**src/rtl/multi_lane_fifo.sv**
```systemverilog
// multi_lane_fifo
//   Multi-push / multi-pop FIFO. Up to N words enter and up to N words leave
//   per clock. The depth D can be any integer, so the pointers wrap modulo D.
//   The read side is first-word fall-through: pop_data always shows the oldest
//   entries, driven combinationally from registered state.
//
// Ports
//   clk          clock; all state changes on posedge
//   rstn         synchronous active-low reset (same effect as flush)
//   flush        synchronous clear; overrides any same-cycle push/pop
//   push         number of words to write this cycle (0..N)
//   push_data    N lanes; lane 0 is written first (oldest)
//   pop          number of words to read this cycle (0..N)
//   pop_data     lane i = (i+1)-th oldest entry; 0 for lanes i >= can_pop
//   can_push     min(N, D - count)
//   can_pop      min(N, count)
//   count        current occupancy
//   empty        count == 0
//   almost_full  count >= AF_LEVEL
//   overflow     sticky: a push request was rejected
//   underflow    sticky: a pop request was rejected
module multi_lane_fifo #(
  parameter int W        = 8,
  parameter int D        = 8,
  parameter int N        = 4,
  parameter int AF_LEVEL = D - 2
) (
  input  logic                      clk,
  input  logic                      rstn,
  input  logic                      flush,
  input  logic [$clog2(N+1)-1:0]    push,
  input  logic [N-1:0][W-1:0]       push_data,
  input  logic [$clog2(N+1)-1:0]    pop,
  output logic [N-1:0][W-1:0]       pop_data,
  output logic [$clog2(N+1)-1:0]    can_push,
  output logic [$clog2(N+1)-1:0]    can_pop,
  output logic [$clog2(D+1)-1:0]    count,
  output logic                      empty,
  output logic                      almost_full,
  output logic                      overflow,
  output logic                      underflow
);

  localparam int WN = $clog2(N + 1);
  localparam int WC = $clog2(D + 1);
  localparam int WP = (D > 1) ? $clog2(D) : 1;

  logic [W-1:0]  r_mem [D];
  logic [WP-1:0] r_wp;
  logic [WP-1:0] r_rp;
  logic [WC-1:0] r_count;
  logic          r_overflow;
  logic          r_underflow;

  logic [WC-1:0] w_space;
  logic [WN-1:0] w_can_push;
  logic [WN-1:0] w_can_pop;
  logic          w_push_ok;
  logic          w_pop_ok;
  logic          w_write_en;
  logic [WP-1:0] w_wp_next;
  logic [WP-1:0] w_rp_next;
  logic [WP-1:0] w_waddr [N];
  logic [WP-1:0] w_raddr [N];
  logic [N-1:0]  w_lane_we;

  // (base + off) mod D. base < D and off <= N <= D, so one conditional
  // subtract is enough; one extra bit holds the carry before correction.
  function automatic logic [WP-1:0] f_wrap(input logic [WP-1:0] base,
                                           input logic [WN-1:0] off);
    logic [WP:0] sum;
    sum = {1'b0, base} + (WP+1)'(off);
    if (sum >= (WP+1)'(D)) sum = sum - (WP+1)'(D);
    return sum[WP-1:0];
  endfunction

  // Both directions are judged against the current count only, so a
  // same-cycle pop never makes room for a push (and vice versa).
  assign w_space    = WC'(D) - r_count;
  assign w_can_push = (w_space >= WC'(N)) ? WN'(N) : WN'(w_space);
  assign w_can_pop  = (r_count >= WC'(N)) ? WN'(N) : WN'(r_count);
  assign w_push_ok  = (push <= w_can_push);
  assign w_pop_ok   = (pop <= w_can_pop);
  assign w_write_en = w_push_ok && rstn && !flush;
  assign w_wp_next  = f_wrap(r_wp, push);
  assign w_rp_next  = f_wrap(r_rp, pop);

  genvar gi;
  generate
    for (gi = 0; gi < N; gi++) begin : g_lane
      assign w_waddr[gi]   = f_wrap(r_wp, WN'(gi));
      assign w_raddr[gi]   = f_wrap(r_rp, WN'(gi));
      assign w_lane_we[gi] = w_write_en && (WN'(gi) < push);
      // Lanes beyond the valid occupancy read as zero, not stale memory.
      assign pop_data[gi]  = (WN'(gi) < w_can_pop) ? r_mem[w_raddr[gi]] : '0;
    end
  endgenerate

  // Storage has no reset: contents are don't-care until written, and the
  // read mask above hides anything not covered by count.
  always_ff @(posedge clk) begin
    for (int k = 0; k < N; k++) begin
      if (w_lane_we[k]) r_mem[w_waddr[k]] <= push_data[k];
    end
  end

  always_ff @(posedge clk) begin
    if (!rstn || flush) begin
      r_wp        <= '0;
      r_rp        <= '0;
      r_count     <= '0;
      r_overflow  <= 1'b0;
      r_underflow <= 1'b0;
    end else begin
      if (w_push_ok) r_wp <= w_wp_next;
      else           r_overflow <= 1'b1;
      if (w_pop_ok)  r_rp <= w_rp_next;
      else           r_underflow <= 1'b1;
      r_count <= r_count
               + (w_push_ok ? WC'(push) : WC'(0))
               - (w_pop_ok  ? WC'(pop)  : WC'(0));
    end
  end

  assign can_push    = w_can_push;
  assign can_pop     = w_can_pop;
  assign count       = r_count;
  assign empty       = (r_count == '0);
  assign almost_full = (r_count >= WC'(AF_LEVEL));
  assign overflow    = r_overflow;
  assign underflow   = r_underflow;

endmodule

```
**config.mk**
```make
export PLATFORM = sky130hd
export DESIGN_NAME = multi_lane_fifo
export DESIGN_NICKNAME = d
export VERILOG_FILES = /design/src/rtl/multi_lane_fifo.sv
export SDC_FILE = /design/constraint.sdc
export NUM_CORES = 1
export LEC_CHECK = 0
export BUFFER_PORTS_ARGS = -buffer_cell sky130_fd_sc_hd__clkbuf_2
export CORE_AREA = 2 2 122 124
export CTS_BUF_LIST = sky130_fd_sc_hd__clkbuf_2 sky130_fd_sc_hd__clkbuf_4 sky130_fd_sc_hd__clkbuf_8
export CTS_CLUSTER_DIAMETER = 50
export DETAILED_ROUTE_END_ITERATION = 6
export DIE_AREA = 0 0 124 126
export PLACE_DENSITY = 0.84
export SYNTH_ARGS = -nofsm -noshare
export SYNTH_HDL_FRONTEND = slang
export SYNTH_SLANG_ARGS = --single-unit
```
**constraint.sdc**
```tcl
create_clock -name clk -period 12.6 [get_ports clk]
set_input_delay 1.89 -clock clk [delete_from_list [all_inputs] [get_ports clk]]
set_output_delay 1.89 -clock clk [all_outputs]
set_load 0.1 [all_outputs]
```
==> flow_summary.yaml <==
run_status:
  status: "finished, final reports clean"
timing:
  skew_ns: 0.005881
  fin_ws_ns: 7.288
  setup_viol: 0
  fin_crit_sh: 0.4216
  rsz0062_at_grt: "no"
  holdWs_ns: 0.4778
  finalSetupTns_ns: 0
  period_minus_slack_ns: 5.312
  max_freq_ghz: 0.1882
  drv_slew: 0
  finalHoldViolCount: 0
  worstMarginPinSlew_ns: 1.356
  relSlewSlack: 0.08666
clock_network:
  postCtsHoldBufs: 0
  clkSinkCount: 79
  ctsResizeCount: 0
  clockBufferDepth: 2
  cts_setup_buffers: 0
  cts_root_buf: "clkbuf_8"
  clk_latency_ns: 0.35
  path_clk_slew_ns: 0.08
  cts_tree: "built"
  numCtsBuffers: 9
  htreeDepth: 3
route:
  drt_iter0_drc: 1730
  wirelength_um: 24150
  via_per_inst: 7.136
  drt_first_pass_iters: 7
  route.detailed.drc: 0
  routedWlPerCell_um: 23.91
  ant_nets: 0
  via_count: 7207
worst_setup_path:
  cpMaxStageDelayCell: "dfxtp_1"
  critPathTopFamily: "flip-flops"
  max_stage_delay_ns: 1.00
  cp-end-kind: "output pin"
  cp.arrival_ns: 3.42
  critPathKind: "flip-flop to output pin"
  required_ns: 10.71
  cp_cell_sequence: "inv_1 -> ha_1 -> mux2i_1 -> nor2_1 -> clkbuf_2"
  path_max_fanout: 19
  cp-start-kind: "flip-flop"
  path_buf_inv: 2
floorplanning:
  die_area_um2: 15620
  std_cell_rows: 44
  fp.coreArea_um2: 14310
  die_h_um: 126
  ios: 87
  start_util: 0.5389
  die_x_um: 124
logic_synthesis:
  synth_edf_count: 64
  synthFlopType: "edfxtp_1"
  synth.area.top_cells: "edfxtp_1, mux4_2, a22oi_1"
  synth_xor_area_frac: 0.01249
  synthAdderAreaFrac: 0.04055
  syn_avg_cell_area_um2: 9.523
  synth-compound-area-share: 0.2105
  syn_inst: 810
  synth_area_um2: 7714
  synth.mux.area_fraction: 0.2311
  synth_top_family_by_area: "multiplexers"
  ys_types: 50
  syn_nets: 873
  synthSimpleGateAreaFrac: 0.1497
  ys_seq_area_frac: 0.2881
  async_flop_share: 0
  synth_area_leader_cell: "edfxtp_1"
  synth_warnings: 0
  ys_ff_latch: 79
  yosys.area.top_type_share: 0.2491
place:
  preCtsSetupSlack_ns: 7.467
  io_buffers: 86
  hpwl_um: 17600
  gp_congestion: 0.9763
  placed_cell_area_um2: 8020
grt:
  grt_use_met3: 0.06839
  grt_pass1_vias: 6494
  grt_util_met2: 0.4654
  grt_first_pass_wirelength_um: 37800
  grt_use_total: 0.3151
  grt_max_degree: 73
  antenna_found_initial: 1
  grtUsageMet1: 0.4741
  grt_overflow: 0
  top_usage_layer: "met1"
power:
  leakagePower_nw: 2.940
  ir_drop_v: 0.0002108
  power.density_nw_per_um2: 230.7
final_layout:
  nNetsFinal: 884
  final_layout_size_suffix_gt1_frac: 0.2312
  design_area_um2: 8252
  syn2layout_area_growth_pct: 6.975
  layout_common_cells: "o21ai_0, clkbuf_2, nor3_1"
  n_antenna_cell: 0
run:
  cap_violations: 0
hold_path:
  hp-class: "flip-flop to flip-flop"
## tightest hold or removal path, delay by kind of cell, from the launching register on
kind             cells  cell delay, ns
flip-flops           1            0.33
AND/OR/NAND/NOR      2            0.12
## power breakdown
group	total (W)	switching, W	internal [W]
clock	0.000207	0.0000940	0.000113
sequential	0.000401	0.0000650	0.000336
combinational	0.00130	0.000981	0.000314
total	0.00190	0.00114	0.000764
## cell type report
cell class                      instances  area, µm²
Clock buffer                           10      131.4
Clock inverter                          6      85.08
Fill cell                            1222       6062
Inverter                               26      97.59
Multi-Input combinational cell        611       4994
Sequential cell                        79       2223
Tap cell                              184      230.2
Timing Repair Buffer                   94      490.5
## stage by stage
step | total power [W] | std cells | utilization
after floorplan | 0.001456 | 810 | -
after global placement | 0.001651 | 994 | 0.5603
after detailed placement | 0.001676 | 994 | 0.5603
after CTS | 0.001880 | 1010 | 0.5754
after global routing | 0.001991 | 1010 | 0.5765
final | 0.001904 | 1010 | 0.5765
## metal layers
layer  wire, µm  up-vias
li1           -     3141
met1       9565     3312
met2      10660      689
met3       3446       63
met4        465        2
met5         13        -
## cells in the mapped netlist (16+ instances only)
library cell / count
o21ai_0: 86
nor3_1: 69
a22oi_1: 64
edfxtp_1: 64
mux4_2: 64
nor2_1: 63
nand2_1: 49
mux2i_1: 33
buf_2: 32
clkbuf_1: 32
a21o_1: 27
buf_1: 26
inv_1: 26
o31ai_1: 24
ha_1: 17
o2bb2ai_1: 16
## sequential cells by signal, indices dropped and copies added, names as in the netlist, named ones only
| name | flops |
|---|---|
| underflow | 1 |
| r_rp | 3 |
| count | 4 |
| r_wp | 3 |
| overflow | 1 |
| r_mem | 64 |
## cells by family (layout without fill, tap and decap cells)
| group | after synthesis | after routing |
|---|---|---|
| AOI/OAI and AO/OA | 245 | 245 |
| and+or+nand+nor | 235 | 235 |
| buffers and inverters | 120 | 136 |
| muxes | 98 | 98 |
| DFF | 79 | 79 |
| adders and majority gates | 22 | 22 |
| xor gates and xnor gates | 11 | 11 |
## final timing paths
| path | startpoint | to | slack, ns | depth (start not counted) |
|---|---|---|---|---|
| min | underflow$_SDFFE_PP0P_ | underflow$_SDFFE_PP0P_ | 0.48 | 2 |
| max | r_rp[1]$_SDFFE_PP0N_ | pop_data[13] | 7.29 | 5 |
| min reg2reg | underflow$_SDFFE_PP0P_ | underflow$_SDFFE_PP0P_ | 0.48 | 2 |
| max reg2reg | count[1]$_SDFF_PP0_ | r_mem[5][1]$_DFFE_PP_ | 7.91 | 14 |
Note: power is estimated with default switching activity, not from simulation.
